--- src/rtl/vga_fb_pkg.sv ---
// Shared types and constants for the VGA frame-buffer arbiter: pixel/address
// types, the fetch FSM state encoding and the default frame geometry.
package vga_fb_pkg;

  typedef logic [15:0] pixel_t;
  typedef logic [19:0] fb_addr_t;

  typedef enum logic [1:0] {
    IDLE  = 2'd0,
    FETCH = 2'd1,
    DONE  = 2'd2
  } fb_state_e;

  localparam int H_ACTIVE_DFLT = 640;
  localparam int V_ACTIVE_DFLT = 480;
  localparam int FB_WORDS      = H_ACTIVE_DFLT * V_ACTIVE_DFLT;
  localparam int FCNT_W        = 19;

  // Index of the last word of a frame, in fetch-counter width.
  function automatic logic [FCNT_W-1:0] last_index(input int words);
    return FCNT_W'(words - 1);
  endfunction

endpackage

--- src/rtl/vga_fb_arbiter_if.sv ---
// Bus bundle between the arbiter, the pixel pipeline, the drawing engine and
// the SRAM pins. underrun_cnt exists only with VGA_FB_UNDERRUN_CNT_EN.
interface vga_fb_arbiter_if;
  import vga_fb_pkg::*;

  logic      frame_start;
  logic      pix_pop;
  pixel_t    pix_data;
  logic      pix_valid;
  // wr_req may stay high; the edge that raises wr_gnt consumes the wr_addr and
  // wr_data present at that edge, so the writer presents its next word (or
  // drops wr_req) during the cycle wr_gnt is high.
  logic      wr_req;
  fb_addr_t  wr_addr;
  pixel_t    wr_data;
  logic      wr_gnt;
  fb_addr_t  sram_addr;
  logic      sram_oe_n;
  logic      sram_we_n;
  pixel_t    sram_dq_o;
  logic      sram_dq_oe;
  pixel_t    sram_dq_i;
  fb_state_e dbg_state;
  logic      dbg_underrun;
`ifdef VGA_FB_UNDERRUN_CNT_EN
  logic [15:0] underrun_cnt;
`endif

  modport slave (
    input  frame_start, pix_pop, wr_req, wr_addr, wr_data, sram_dq_i,
    output pix_data, pix_valid, wr_gnt, sram_addr, sram_oe_n, sram_we_n,
    output sram_dq_o, sram_dq_oe, dbg_state, dbg_underrun
`ifdef VGA_FB_UNDERRUN_CNT_EN
    , output underrun_cnt
`endif
  );

  modport master (
    output frame_start, pix_pop, wr_req, wr_addr, wr_data, sram_dq_i,
    input  pix_data, pix_valid, wr_gnt, sram_addr, sram_oe_n, sram_we_n,
    input  sram_dq_o, sram_dq_oe, dbg_state, dbg_underrun
`ifdef VGA_FB_UNDERRUN_CNT_EN
    , input underrun_cnt
`endif
  );

endinterface

--- src/rtl/vga_fb_fifo.sv ---
// Synchronous FIFO (power-of-two depth) for prefetched pixels; dout reads 0
// while empty, pop on empty is ignored and flush empties it in one cycle.
module vga_fb_fifo #(
  parameter int DEPTH = 8,
  parameter int WIDTH = 16
) (
  input  logic                   clk,
  input  logic                   reset,
  input  logic                   flush,
  input  logic                   push,
  input  logic                   pop,
  input  logic [WIDTH-1:0]       din,
  output logic [WIDTH-1:0]       dout,
  output logic [$clog2(DEPTH):0] count
);
  localparam int PtrW = $clog2(DEPTH);
  localparam int CntW = PtrW + 1;
  localparam logic [CntW-1:0] Full = DEPTH[CntW-1:0];

  logic [WIDTH-1:0] mem_q [DEPTH];
  logic [PtrW-1:0]  wr_ptr_q, rd_ptr_q;
  logic [CntW-1:0]  count_q;
  logic             do_push, do_pop;

  assign do_pop  = pop && (count_q != '0);
  assign do_push = push && ((count_q != Full) || do_pop);

  always_ff @(posedge clk or posedge reset) begin
    if (reset) begin
      wr_ptr_q <= '0;
      rd_ptr_q <= '0;
      count_q  <= '0;
    end else if (flush) begin
      wr_ptr_q <= '0;
      rd_ptr_q <= '0;
      count_q  <= '0;
    end else begin
      if (do_push) wr_ptr_q <= wr_ptr_q + PtrW'(1);
      if (do_pop)  rd_ptr_q <= rd_ptr_q + PtrW'(1);
      if (do_push && !do_pop)      count_q <= count_q + CntW'(1);
      else if (do_pop && !do_push) count_q <= count_q - CntW'(1);
    end
  end

  always_ff @(posedge clk) begin
    if (do_push && !flush) mem_q[wr_ptr_q] <= din;
  end

  assign dout  = (count_q == '0) ? '0 : mem_q[rd_ptr_q];
  assign count = count_q;

endmodule

--- src/rtl/vga_fb_arbiter.sv ---
// Frame-buffer SRAM arbiter: display prefetch vs. drawing-engine writes with a
// starvation bound. Define VGA_FB_UNDERRUN_CNT_EN to add underrun_cnt.
module vga_fb_arbiter
  import vga_fb_pkg::*;
#(
  parameter fb_addr_t FB_BASE    = 20'h00000,
  parameter int       H_ACTIVE   = H_ACTIVE_DFLT,
  parameter int       V_ACTIVE   = V_ACTIVE_DFLT,
  parameter int       FIFO_DEPTH = 8,
  parameter int       MAX_WAIT   = 16
) (
  input logic              clk,
  input logic              reset,
  vga_fb_arbiter_if.slave  bus
);
  localparam int CntW  = $clog2(FIFO_DEPTH) + 1;
  localparam int OccW  = CntW + 1;
  localparam int WaitW = $clog2(MAX_WAIT + 1);
  localparam logic [FCNT_W-1:0] LastIdx = last_index(H_ACTIVE * V_ACTIVE);

  fb_state_e         state_q, state_d;
  fb_addr_t          fetch_addr_q, fetch_addr_d;
  logic [FCNT_W-1:0] fetch_cnt_q, fetch_cnt_d;
  logic [WaitW-1:0]  wait_cnt_q, wait_cnt_d;
  logic              rd_s_q, rd_d_q;
  logic [CntW-1:0]   fifo_count;
  logic [OccW-1:0]   occupancy;
  logic              disp_req, wr_force, grant_wr, grant_rd;
  logic              fifo_push, fifo_pop, underrun;
  fb_addr_t          sram_addr_q;
  pixel_t            dq_o_q;
  logic              oe_n_q, we_n_q, dq_oe_q, gnt_q;

  // rd_s_q: read strobe on the pins; rd_d_q: its data on sram_dq_i. Both count
  // as reserved FIFO slots so a push can never find the FIFO full.
  assign occupancy = OccW'(fifo_count) + OccW'(rd_s_q) + OccW'(rd_d_q);

  always_ff @(posedge clk or posedge reset) begin
    if (reset) state_q <= IDLE;
    else       state_q <= state_d;
  end

  always_comb begin
    state_d      = state_q;
    fetch_addr_d = fetch_addr_q;
    fetch_cnt_d  = fetch_cnt_q;
    wait_cnt_d   = wait_cnt_q;
    disp_req     = (state_q == FETCH) && (occupancy < OccW'(FIFO_DEPTH)) && !bus.frame_start;
    wr_force     = bus.wr_req && (wait_cnt_q == WaitW'(MAX_WAIT));
    grant_wr     = bus.wr_req && (wr_force || !disp_req);
    grant_rd     = disp_req && !grant_wr;

    if (!bus.wr_req || grant_wr)              wait_cnt_d = '0;
    else if (wait_cnt_q != WaitW'(MAX_WAIT))  wait_cnt_d = wait_cnt_q + WaitW'(1);

    if (grant_rd) begin
      fetch_addr_d = fetch_addr_q + fb_addr_t'(1);
      fetch_cnt_d  = fetch_cnt_q + FCNT_W'(1);
      if (fetch_cnt_q == LastIdx) state_d = DONE;
    end
    if (bus.frame_start) begin
      state_d      = FETCH;
      fetch_addr_d = FB_BASE;
      fetch_cnt_d  = '0;
    end
  end

  assign fifo_push = rd_d_q && !bus.frame_start;
  assign fifo_pop  = bus.pix_pop && !bus.frame_start && (fifo_count != '0);
  assign underrun  = bus.pix_pop && !bus.frame_start && (fifo_count == '0);

  always_ff @(posedge clk or posedge reset) begin
    if (reset) begin
      fetch_addr_q <= FB_BASE;
      fetch_cnt_q  <= '0;
      wait_cnt_q   <= '0;
      rd_s_q       <= 1'b0;
      rd_d_q       <= 1'b0;
      sram_addr_q  <= '0;
      dq_o_q       <= '0;
      oe_n_q       <= 1'b1;
      we_n_q       <= 1'b1;
      dq_oe_q      <= 1'b0;
      gnt_q        <= 1'b0;
    end else begin
      fetch_addr_q <= fetch_addr_d;
      fetch_cnt_q  <= fetch_cnt_d;
      wait_cnt_q   <= wait_cnt_d;
      rd_s_q       <= grant_rd;
      rd_d_q       <= rd_s_q && !bus.frame_start;
      oe_n_q       <= !grant_rd;
      we_n_q       <= !grant_wr;
      dq_oe_q      <= grant_wr;
      gnt_q        <= grant_wr;
      if (grant_rd) begin
        sram_addr_q <= fetch_addr_q;
      end else if (grant_wr) begin
        sram_addr_q <= bus.wr_addr;
        dq_o_q      <= bus.wr_data;
      end
    end
  end

  vga_fb_fifo #(
    .DEPTH (FIFO_DEPTH),
    .WIDTH ($bits(pixel_t))
  ) u_fifo (
    .clk   (clk),
    .reset (reset),
    .flush (bus.frame_start),
    .push  (fifo_push),
    .pop   (fifo_pop),
    .din   (bus.sram_dq_i),
    .dout  (bus.pix_data),
    .count (fifo_count)
  );

  assign bus.pix_valid    = (fifo_count != '0);
  assign bus.wr_gnt       = gnt_q;
  assign bus.sram_addr    = sram_addr_q;
  assign bus.sram_oe_n    = oe_n_q;
  assign bus.sram_we_n    = we_n_q;
  assign bus.sram_dq_o    = dq_o_q;
  assign bus.sram_dq_oe   = dq_oe_q;
  assign bus.dbg_state    = state_q;
  assign bus.dbg_underrun = underrun;

`ifdef VGA_FB_UNDERRUN_CNT_EN
  logic [15:0] urun_cnt_q;

  always_ff @(posedge clk or posedge reset) begin
    if (reset)                                 urun_cnt_q <= '0;
    else if (underrun && urun_cnt_q != 16'hFFFF) urun_cnt_q <= urun_cnt_q + 16'd1;
  end

  assign bus.underrun_cnt = urun_cnt_q;
`endif

endmodule

--- src/flat_wrapper.sv ---
// flat-port wrapper written by rule: the top's interface ports become plain ports
module vga_fb_arbiter_flat import vga_fb_pkg::*;
#(
  parameter fb_addr_t FB_BASE    = 20'h00000,
  parameter int       H_ACTIVE   = H_ACTIVE_DFLT,
  parameter int       V_ACTIVE   = V_ACTIVE_DFLT,
  parameter int       FIFO_DEPTH = 8,
  parameter int       MAX_WAIT   = 16
)
  (clk, reset, bus_frame_start, bus_pix_pop, bus_wr_req, bus_wr_addr, bus_wr_data, bus_sram_dq_i, bus_pix_data, bus_pix_valid, bus_wr_gnt, bus_sram_addr, bus_sram_oe_n, bus_sram_we_n, bus_sram_dq_o, bus_sram_dq_oe, bus_dbg_state, bus_dbg_underrun);
  vga_fb_arbiter_if bus_i ();
  input logic clk;
  input logic reset;
  input wire logic [$bits(bus_i.frame_start)-1:0] bus_frame_start;
  input wire logic [$bits(bus_i.pix_pop)-1:0] bus_pix_pop;
  input wire logic [$bits(bus_i.wr_req)-1:0] bus_wr_req;
  input wire logic [$bits(bus_i.wr_addr)-1:0] bus_wr_addr;
  input wire logic [$bits(bus_i.wr_data)-1:0] bus_wr_data;
  input wire logic [$bits(bus_i.sram_dq_i)-1:0] bus_sram_dq_i;
  output wire logic [$bits(bus_i.pix_data)-1:0] bus_pix_data;
  output wire logic [$bits(bus_i.pix_valid)-1:0] bus_pix_valid;
  output wire logic [$bits(bus_i.wr_gnt)-1:0] bus_wr_gnt;
  output wire logic [$bits(bus_i.sram_addr)-1:0] bus_sram_addr;
  output wire logic [$bits(bus_i.sram_oe_n)-1:0] bus_sram_oe_n;
  output wire logic [$bits(bus_i.sram_we_n)-1:0] bus_sram_we_n;
  output wire logic [$bits(bus_i.sram_dq_o)-1:0] bus_sram_dq_o;
  output wire logic [$bits(bus_i.sram_dq_oe)-1:0] bus_sram_dq_oe;
  output wire logic [$bits(bus_i.dbg_state)-1:0] bus_dbg_state;
  output wire logic [$bits(bus_i.dbg_underrun)-1:0] bus_dbg_underrun;
  assign bus_i.frame_start = bus_frame_start;
  assign bus_i.pix_pop = bus_pix_pop;
  assign bus_i.wr_req = bus_wr_req;
  assign bus_i.wr_addr = bus_wr_addr;
  assign bus_i.wr_data = bus_wr_data;
  assign bus_i.sram_dq_i = bus_sram_dq_i;
  assign bus_pix_data = bus_i.pix_data;
  assign bus_pix_valid = bus_i.pix_valid;
  assign bus_wr_gnt = bus_i.wr_gnt;
  assign bus_sram_addr = bus_i.sram_addr;
  assign bus_sram_oe_n = bus_i.sram_oe_n;
  assign bus_sram_we_n = bus_i.sram_we_n;
  assign bus_sram_dq_o = bus_i.sram_dq_o;
  assign bus_sram_dq_oe = bus_i.sram_dq_oe;
  assign bus_dbg_state = bus_i.dbg_state;
  assign bus_dbg_underrun = bus_i.dbg_underrun;
  vga_fb_arbiter #(.FB_BASE(FB_BASE), .H_ACTIVE(H_ACTIVE), .V_ACTIVE(V_ACTIVE), .FIFO_DEPTH(FIFO_DEPTH), .MAX_WAIT(MAX_WAIT)) u_core (.clk(clk), .reset(reset), .bus(bus_i));
endmodule
--- config.mk ---
export PLATFORM = sky130hd
export DESIGN_NAME = vga_fb_arbiter_flat
export DESIGN_NICKNAME = d
export VERILOG_FILES = /design/src/rtl/vga_fb_pkg.sv /design/src/rtl/vga_fb_arbiter_if.sv /design/src/rtl/vga_fb_fifo.sv /design/src/rtl/vga_fb_arbiter.sv /design/src/flat_wrapper.sv
export SDC_FILE = /design/constraint.sdc
export NUM_CORES = 1
export LEC_CHECK = 0
export BUFFER_PORTS_ARGS = -buffer_cell sky130_fd_sc_hd__buf_2
export CORE_MARGIN = 8
export CORE_UTILIZATION = 25
export CTS_CLUSTER_SIZE = 24
export DETAILED_ROUTE_END_ITERATION = 7
export SYNTH_ARGS = -nofsm -noshare
export SYNTH_HDL_FRONTEND = slang
export SYNTH_SLANG_ARGS = --single-unit
--- constraint.sdc ---
create_clock -name clk -period 3.11 [get_ports clk]
set_input_delay 0.311 -clock clk [delete_from_list [all_inputs] [get_ports clk]]
set_output_delay 0.311 -clock clk [all_outputs]
set_load 0.1 [all_outputs]
==> summary.md, run 1 <==
| Metric | Value |
|---|---|
| Initial antenna violation count | `0` |
| First drt pass iteration count | `5` |
| Final setup margin | `about 0.26 ns` |
| Final hold vios | `0` |
| Footprint of the multi-input gates | `0.00331 mm^2` |
| Worst setup EP type | `output port` |
| Detailed Route WL | `about 23 mm` |
| Hold slack | `0.0181 ns` |
| Rows | `72` |
| GR Layer Usage met1 | `a little over an eighth` |
| Hold Path Stages | `2` |
| Met2 Usage GRT | `16.1%` |
| Via density | `4.58` |
| Status | `finished clean` |
| Largest area contributor in the netlist | `edfxtp_1` |
| Full die area | `around 0.046 mm^2` |
| Final #Nets | `slightly below 900` |
| WHS Endpoint | `u_core.bus.sram_addr[1]` |
| Mean area per synthesized cell | `14.5 um^2` |
| IO Port Bufs | `116` |
| Residual DRC count | `0` |
| Reg2reg path depth | `10` |
| R2R Setup Slk | `0.50 ns` |
| Clk sink count | `225` |
| Synth Instances | `around 680` |
| Tightest Pin Transition | `0.890 ns` |
| Die width | `214 um` |
| Root buf cell | `clkbuf_16` |
| Req. time, crit path | `2.80 ns` |
| Max Slew Vio Count | `0` |
| Pwr dens | `roughly 860 mW/mm^2` |
| Critical path arrival | `2.54 ns` |
| Synth cell types | `60` |
| Setup crit start kind | `register` |
| CTS tree | `yes` |
| Cts bufs inserted | `25` |
| Vias in the first global route | `6413` |
| Crit path time final | `roughly 2.8 ns` |
| Remaining antenna violation count after routing | `0` |
| #FFs+latches synth | `225` |
| Yosys warning total | `0` |
| VDD IR-drop max | `~0.61 mV` |
| CTS Buffer Depth | `3` |
| GRT Util Overall | `9.73%` |
| EDFF count, synth | `around 130` |
| Clk_lat worst skew | `0.53 ns` |
| Ys async rst share | `43.1%` |
| Post-Syn Nets | `744` |
| Max frequency | `351 MHz` |
| Top post-synthesis cells by area | `edfxtp_1 (39%), dfrtp_1 (24%), mux4_2 (7.4%)` |
| Ports | `between 100 and 150` |
| Final period util | `91.5%` |
| First-pass GRT wire length | `between 30 and 40 mm` |
| FF/Latch Area | `0.00628 mm^2` |
| WS Path Type | `register to output port` |
| Most common cell after layout, fill and taps aside | `edfxtp_1` |
| Synth top area share | `between 30% and 40%` |
| Grt ovf | `0` |
| GP Congestion | `0.747` |
| Grt peak-use layer | `met2` |
| Hold Crit Class | `primary input to register` |
| Hold_sp | `bus_wr_addr[1]` |
| Initial Util | `25.4%` |
| P&R area growth vs syn | `23.4%` |
| Die Ht | `around 210 um` |
| # diodes | `0` |
| Post-synthesis sequential area ratio | `64.0%` |
| Max-Cap Viols | `0` |
| Wire per inst | `approximately 17 um` |
| Vias post-DR | `between 6000 and 7000` |
| Pleak | `~4.7 nW` |
| Reg2Reg Launch Point | `u_core.u_fifo.count[1]` |
| Detail Placement HPWL | `14.9 mm` |
| Clk pin slew, worst setup/hold paths | `about 0.060 ns` |
| # setup viols final | `0` |
| Ys flop type | `edfxtp_1` |
| Layout cells sized above 1 | `31.0%` |
| CORE AREA | `between 0.03 and 0.04 mm^2` |
| 1st-iter DRT viols | `around 320` |
| H-Tree Depth | `1` |
| Setup bufs post-CTS | `0` |
| Pre-CTS setup slack | `about 0.5 ns` |
| RSZ-0062 raised after global routing | `no` |
| Worst r2r dst | `u_core.u_fifo.count[3]` |
| Met3 GRT Util | `under 10%` |
| Worst slew margin | `40.7%` |
| Most frequent cells in the layout | `edfxtp_1 (128), buf_2 (115), dfrtp_1 (94), nor2_1 (50), nand2_1 (35)` |
| Skew final | `around 0.014 ns` |
| Mapped Area | `0.00980 mm^2` |
| Pin count of the biggest net entering global routing | `71` |
| CP max FO | `20` |
| Fill cells | `3836` |
## worst max path at each step
| stage | slack, ns | cells past startpoint | startpoint | end |
|---|---|---|---|---|
| 6_report | 0.26 | 5 | u_core.u_fifo.rd_ptr_q[0] | bus_pix_data[5] |
| 5_1_grt | 0.11 | 5 | u_core.u_fifo.rd_ptr_q[0] | bus_pix_data[6] |
| 4_1_cts | 0.08 | 5 | u_core.u_fifo.rd_ptr_q[0] | bus_pix_data[5] |
| 3_5_place_dp | 0.51 | 10 | u_core.u_fifo.count[2] | u_core.u_fifo.count[3] |
| 3_3_place_gp | 0.58 | 10 | u_core.u_fifo.count[2] | u_core.u_fifo.count[3] |
| 2_1_floorplan | -0.02 | 10 | u_core.u_fifo.count[2] | u_core.u_fifo.count[3] |
## metrics by stage
stage / utilization [%] / power, mW / cell area (um^2) / std cells / TNS [ns]
final: 31.3 / 10.5 / 12100 / 1361 / 0
after floorplan: - / 6.94 / 9810 / 677 / -0.0247
after detailed placement: 28.8 / 7.71 / 11100 / 1300 / 0
after CTS: 31.2 / 10.6 / 12100 / 1360 / 0
after global routing: 31.3 / 10.9 / 12100 / 1361 / 0
after global placement: 28.8 / 7.68 / 11100 / 1300 / 0
## final cells by class
class                   instances  share of cell area, %
clock buffers                  30                   5.58
clock inverters                15                   1.00
inverters                      17                  0.549
multi-input cells             396                   27.4
flip-flops and latches        225                   51.9
well taps                     518                   5.36
repair buffers                160                   8.20
## sequential cells by signal, indices dropped and copies added, names as in the netlist, 2 cells and up
signal                  flops
u_core.u_fifo.wr_ptr_q      3
u_core.fetch_addr_q        20
u_core.bus.sram_dq_o       16
u_core.fetch_cnt_q         19
u_core.wait_cnt_q           5
u_core.u_fifo.mem_q       128
u_core.u_fifo.rd_ptr_q      3
u_core.u_fifo.count         4
u_core.bus.dbg_state        2
u_core.bus.sram_addr       20
## cells in the mapped netlist, types with 9 or more instances
master and count:
o21ai_0 12, dfrtp_1 95, nand3_1 31, nand4_1 13
mux2i_1 30, nor4_1 11, a221o_1 17, and3_1 22
nor2_1 50, nand2_1 35, mux2_2 30, buf_2 9
clkbuf_1 24, edfxtp_1 128, inv_1 16, mux4_2 32
ha_1 9, a21oi_1 12, nor2b_1 16
## critical path, cell delays in order (launching register included)
cell and delay, ns:
dfrtp_4 0.64, buf_12 0.26, mux4_2 0.51, mux2i_1 0.22, nor2_1 0.06, buf_2 0.29
## kinds of logic (layout without fill, tap and decap cells)
family                     Yosys count  in the layout  synth area share [%]
DFF                                225            225                  64.0
and+or+nand+nor                    219            219                  12.3
muxes                               94             94                  14.1
AOI/OAI and AO/OA                   66             66                  5.10
buffers and inverters               56            222                  2.49
adders and majority gates           10             10                  1.35
xor gates and xnor gates             7              7                 0.626
## where the power goes
part / leakage (nW) / internal (mW) / switching (mW) / total [mW]
logic: 1.87 / 0.918 / 3.07 / 3.98
registers: 2.42 / 3.42 / 0.226 / 3.64
clock network: 0.398 / 1.64 / 1.19 / 2.83
## layer usage
| metal | part of all wire [%] | vias up |
|---|---|---|
| met5 | 0 | - |
| met4 | 1.8 | 0 |
| met3 | 4.8 | 39 |
| met2 | 48 | 161 |
| met1 | 45 | 3129 |
| li1 | - | 2904 |
## timing repair
item                                   CTS  global route
setup endpoints to repair                0             4
resized for setup                        0             1
endpoints found under the hold margin   24             1
hold buffers                            15             1
No activity file was read; power rests on OpenSTA's default activity.
==> run 2: changes to the inputs <==
Settings changed: RECOVER_POWER from default to 100.
==> run 2 against run 1 <==
  * The flow now finishes with violations (max-capacitance violations)
  * Count of clock-buffer cells in the layout unchanged
  * Worst hold slack hardly changed
  * Combinational power down 2%
  * Clock power is essentially flat
  * Power fell by 0.72%
  * Wire length rose by 0.17%
  * Setup slack got worse by 0.034 ns
  * Sequential share of layout area up 0.74 points
  * Via count shrank 0.27%
  * Critical path type unchanged
  * Critical endpoint is now bus_pix_data[9]
  * Highest routed layer unchanged
==> summary.md, run 2 (synthesis gave the netlist of run 1 again) <==
| Metric | Value |
|---|---|
| Final hold vios | `0` |
| First-pass GRT wire length | `36.7 mm` |
| R2R Setup Slk | `between 0.2 and 0.3 ns` |
| WHS Endpoint | `u_core.bus.sram_addr[1]` |
| Most common cell after layout, fill and taps aside | `edfxtp_1` |
| Pleak | `4.46 nW` |
| Post-layout instance count excluding filler cells | `~1400` |
| Via density | `4.57` |
| Crit path time final | `between 2 and 3 ns` |
| CP max FO | `20` |
| 1st-iter DRT viols | `330` |
| Status | `finished with violations` |
| Detailed Route WL | `~23 mm` |
| Hold_sp | `bus_wr_addr[1]` |
| WS Path Type | `register to output port` |
| Ports | `117` |
| CORE AREA | `0.0386 mm^2` |
| Root buf cell | `clkbuf_16` |
| First drt pass iteration count | `5` |
| Max frequency | `347 MHz` |
| Setup bufs post-CTS | `0` |
| Cts bufs inserted | `25` |
| Die Ht | `214 um` |
| Vias post-DR | `about 6200` |
| Layout cells sized above 1 | `22.4%` |
| Wire per inst | `16.7 um` |
| Vias in the first global route | `between 6000 and 7000` |
| Fill cells | `3876` |
| CTS tree | `yes` |
| Reg2Reg Launch Point | `u_core.u_fifo.count[3]` |
| VDD IR-drop max | `between 0.5 and 0.6 mV` |
| Clk_lat worst skew | `0.53 ns` |
| Rows | `between 70 and 80` |
| Initial Util | `between 20% and 30%` |
| H-Tree Depth | `1` |
| Top reg by flops | `u_core.u_fifo.mem_q` |
| Final setup margin | `0.230 ns` |
| Pin count of the biggest net entering global routing | `71` |
| Grt ovf | `0` |
| Max Slew Vio Count | `0` |
| Worst setup EP type | `output port` |
| Die width | `214 um` |
| Remaining antenna violation count after routing | `0` |
| Tightest Pin Transition | `1.49 ns` |
| GP Congestion | `0.747` |
| Hold Path Stages | `2` |
| IO Port Bufs | `about 120` |
| Final #Nets | `892` |
| Placed cells | `1300` |
| Req. time, crit path | `between 2 and 3 ns` |
| Detail Placement HPWL | `around 15 mm` |
| Final Power | `10.4 mW` |
| Clk pin slew, worst setup/hold paths | `0.06 ns` |
| RSZ-0062 raised after global routing | `no` |
| Full die area | `~0.046 mm^2` |
| Most frequent cells in the layout | `edfxtp_1 (128), dfrtp_1 (94), clkbuf_1 (69), nor2_1 (50), buf_2 (47)` |
| Pre-CTS setup slack | `0.507 ns` |
| GRT Util Overall | `9.73%` |
| Setup crit start kind | `register` |
| Max-Cap Viols | `1` |
| Clk sink count | `225` |
| Pwr dens | `871 mW/mm^2` |
| Reg2reg path depth | `5` |
| # diodes | `0` |
| Final period util | `between 90% and 100%` |
| P&R area growth vs syn | `21.6%` |
| CTS Buffer Depth | `3` |
| Failing checks | `max-capacitance violations` |
| Critical path arrival | `around 2.6 ns` |
| Residual DRC count | `0` |
| Worst slew margin | `less than 1%` |
| Hold Crit Class | `primary input to register` |
| # setup viols final | `0` |
| Initial antenna violation count | `0` |
| Max reg flops | `128` |
| Skew final | `0.0141 ns` |
| Worst r2r dst | `u_core.bus.sram_dq_o[12]` |
| Finished Core Util | `30.8%` |
-- run 2: cell types whose count changed in the layout (fill, tap and decap cells not counted), sizes merged --
cell and delta:
clkbuf +86, buf -86
-- run 2: metrics by stage --
step | hold WS, ns | instance area [um^2] | TNS, ns
2_1_floorplan | 0.410 | 9810 | -0.0247
3_3_place_gp | 0.467 | 11100 | 0
3_5_place_dp | 0.474 | 11100 | 0
4_1_cts | 0.00169 | 12100 | 0
5_1_grt | 0.0120 | 11900 | 0
6_report | 0.0182 | 11900 | 0
-- run 2: repair_timing --
item                                    in CTS  in global routing
hold buffers                                15                  1
gates resized for setup                      0                  1
endpoints found under the hold margin       24                  1
endpoints found under the setup margin       0                  4
-- run 2: final cells by class --
type	count	area, um^2	area share, %
Timing Repair Buffer	160	852	7.15
Sequential cell	225	6280	52.7
Inverter	17	63.8	0.535
Clock buffer	30	674	5.66
Multi-Input combinational cell	396	3280	27.5
Clock inverter	15	121	1.02
Tap cell	518	648	5.44
-- run 2: how the worst max path moves through the flow --
stage,slack [ns],start,endpoint
finish,0.23,u_core.u_fifo.rd_ptr_q[0],bus_pix_data[9]
global route,0.07,u_core.u_fifo.rd_ptr_q[0],bus_pix_data[9]
CTS,0.08,u_core.u_fifo.rd_ptr_q[0],bus_pix_data[5]
detailed placement,0.51,u_core.u_fifo.count[2],u_core.u_fifo.count[3]
global placement,0.58,u_core.u_fifo.count[2],u_core.u_fifo.count[3]
floorplan,-0.02,u_core.u_fifo.count[2],u_core.u_fifo.count[3]
-- run 2: where the power goes --
| part | switching [mW] | total (mW) | internal (mW) | leakage [nW] |
|---|---|---|---|---|
| registers | 0.229 | 3.65 | 3.42 | 2.42 |
| clock network | 1.19 | 2.83 | 1.64 | 0.398 |
| logic | 3.06 | 3.90 | 0.845 | 1.64 |
-- run 2: metal layers --
metal	up-vias	global-route usage (%)	part of all wire, %
met2	143	16.1	48
met5	-	0	0
met3	41	2.03	4.5
li1	2911	-	-
met1	3121	13.0	46
met4	0	2.00	1.8
-- run 2: worst max-delay path, cell delays in order, from the launching register on --
cell	delay, ns
dfrtp_4	0.64
buf_12	0.26
mux4_2	0.53
mux2i_1	0.14
nor2_1	0.08
clkbuf_2	0.39
==> run 3: changes to the inputs <==
Settings changed: MAX_ROUTING_LAYER from default to met4.
==> run 3 against run 2 <==
  * The flow still finishes with violations (max-capacitance violations)
  * Critical path depth did not move
  * Combinational power barely moved
  * Via count rose by 0.68%
  * Final area did not move
  * Clock skew fell by 0.0012 ns
  * Power barely moved
  * Wire length fell by 0.15%
  * Clock power barely moved
  * Non-clock buffer count did not move
  * Worst hold slack improved by 0.00054 ns
  * Critical endpoint unchanged
==> summary.md, run 3 (synthesis gave the netlist of run 1 again) <==
| Metric | Value |
|---|---|
| Pleak | `4.46 nW` |
| Die Ht | `214 um` |
| Skew final | `0.0129 ns` |
| Max frequency | `between 300 and 400 MHz` |
| CORE AREA | `0.0386 mm^2` |
| Detail Placement HPWL | `14.9 mm` |
| Failing checks | `max-capacitance violations` |
| Most frequent cells in the layout | `edfxtp_1 (128), dfrtp_1 (94), clkbuf_1 (69), nor2_1 (50), buf_2 (47)` |
| Pin count of the biggest net entering global routing | `71` |
| R2R Setup Slk | `0.27 ns` |
| WS Path Type | `register to output port` |
| P&R area growth vs syn | `21.6%` |
| 1st-iter DRT viols | `roughly 330` |
| Hold slack | `approximately 0.019 ns` |
| Top reg by flops | `u_core.u_fifo.mem_q` |
| Setup TNS Final | `0 ns` |
| Vias post-DR | `6258` |
| CTS tree | `yes` |
| RSZ-0062 raised after global routing | `no` |
| Root buf cell | `clkbuf_16` |
| Crit path time final | `between 2 and 3 ns` |
| Worst slew margin | `0.126%` |
| Pwr dens | `slightly below 900 mW/mm^2` |
| Combinational power share | `37.6%` |
| Ports | `between 100 and 150` |
| Flop pwr share | `35.1%` |
| Via density | `4.60` |
| Clk pin slew, worst setup/hold paths | `approximately 0.06 ns` |
| Critical path arrival | `approximately 2.6 ns` |
| Rows | `72` |
| Worst r2r dst | `u_core.bus.sram_dq_o[12]` |
| Vias in the first global route | `6420` |
| Clock share of power | `27.3%` |
| CTS Buffer Depth | `3` |
| Final hold vios | `0` |
| Clk_lat worst skew | `0.53 ns` |
| Worst setup EP type | `output port` |
| Cell-internal power | `5.90 mW` |
| First-pass GRT wire length | `36.7 mm` |
| Status | `finished with violations` |
| Wire per inst | `16.7 um` |
| Hold_sp | `bus_wr_addr[1]` |
| GP Congestion | `roughly 0.76` |
| Tightest Pin Transition | `1.50 ns` |
| IO Port Bufs | `between 100 and 150` |
| Max Slew Vio Count | `0` |
| WHS Endpoint | `u_core.bus.sram_addr[1]` |
| Detailed Route WL | `22.7 mm` |
| Grt ovf | `0` |
| Initial Util | `25.4%` |
| Max reg flops | `128` |
| Clk sink count | `225` |
| Fill cells | `3876` |
| Most common cell after layout, fill and taps aside | `edfxtp_1` |
| Req. time, crit path | `2.80 ns` |
| Full die area | `approximately 0.046 mm^2` |
| Final period util | `between 90% and 100%` |
| Reg2Reg Launch Point | `u_core.u_fifo.count[3]` |
| Hold Path Stages | `2` |
| Max-Cap Viols | `1` |
| First drt pass iteration count | `5` |
| CP max FO | `20` |
| H-Tree Depth | `1` |
| # diodes | `0` |
| # setup viols final | `0` |
| Residual DRC count | `0` |
| Cts bufs inserted | `25` |
| FF/Latch Area | `between 0.006 and 0.007 mm^2` |
| VDD IR-drop max | `0.600 mV` |
| Hold Crit Class | `primary input to register` |
| Sw Ratio | `43.2%` |
| Initial antenna violation count | `0` |
| GRT Util Overall | `10.0%` |
| Setup bufs post-CTS | `0` |
| Layout cells sized above 1 | `22.4%` |
| Reg2reg path depth | `5` |
| NetSw | `4.48 mW` |
| Remaining antenna violation count after routing | `0` |
| Origin of the worst setup path | `u_core.u_fifo.rd_ptr_q[0]` |
| Setup crit start kind | `register` |
| Final #Nets | `892` |
| Die width | `214 um` |
| Footprint of the multi-input gates | `0.00328 mm^2` |
run 3: cell counts in the layout (fill, tap and decap cells not counted):
Identical to the previous run, type by type.
run 3: power by group through the flow:
stage	registers, mW	clock network, mW	logic, mW
final	3.65	2.83	3.90
after CTS	3.64	2.91	4.03
after detailed placement	3.70	0	4.02
after floorplan	4.66	0	2.28
after global routing	3.69	3.03	4.12
after global placement	3.69	0	3.99
run 3: worst max-delay path, cell delays in order (launching register included):
cell and delay (ns):
dfrtp_4 0.63, buf_12 0.26, mux4_2 0.53, mux2i_1 0.14, nor2_1 0.08, clkbuf_2 0.39
run 3: layer usage:
metal  global-route usage, %  part of all wire (%)
met1                    13.2                    45
met4                    2.00                   1.8
met2                    16.0                    48
met3                    1.82                   4.8
met5                       -                     0
run 3: timing repair:
item,CTS,global route
hold endpoints to repair,24,1
hold buffers,15,1
resized for setup,0,1
setup endpoints to repair,0,4
run 3: area by class of cell:
cell class                 count  area share, %
timing repair buffer         160           7.15
clock buffer                  30           5.66
multi-input combinational    396           27.5
clock inverter                15           1.02
tap                          518           5.44
inverter                      17          0.535
sequential                   225           52.7
run 3: per-stage QoR:
step           instances  utilization [%]  worst slack, ns  total power, mW  instance area (um^2)
2_1_floorplan        677                -          -0.0247             6.94                  9810
3_3_place_gp        1300             28.8            0.582             7.68                 11100
3_5_place_dp        1300             28.8            0.507             7.71                 11100
4_1_cts             1360             31.2           0.0797             10.6                 12100
5_1_grt             1361             30.8           0.0666             10.8                 11900
6_report            1361             30.8            0.234             10.4                 11900
run 3: worst max-delay path by stage:
stage | to | slack [ns] | cells past startpoint
floorplan | u_core.u_fifo.count[3] | -0.02 | 10
global placement | u_core.u_fifo.count[3] | 0.58 | 10
detailed placement | u_core.u_fifo.count[3] | 0.51 | 10
CTS | bus_pix_data[5] | 0.08 | 5
global route | bus_pix_data[9] | 0.07 | 5
finish | bus_pix_data[9] | 0.23 | 5
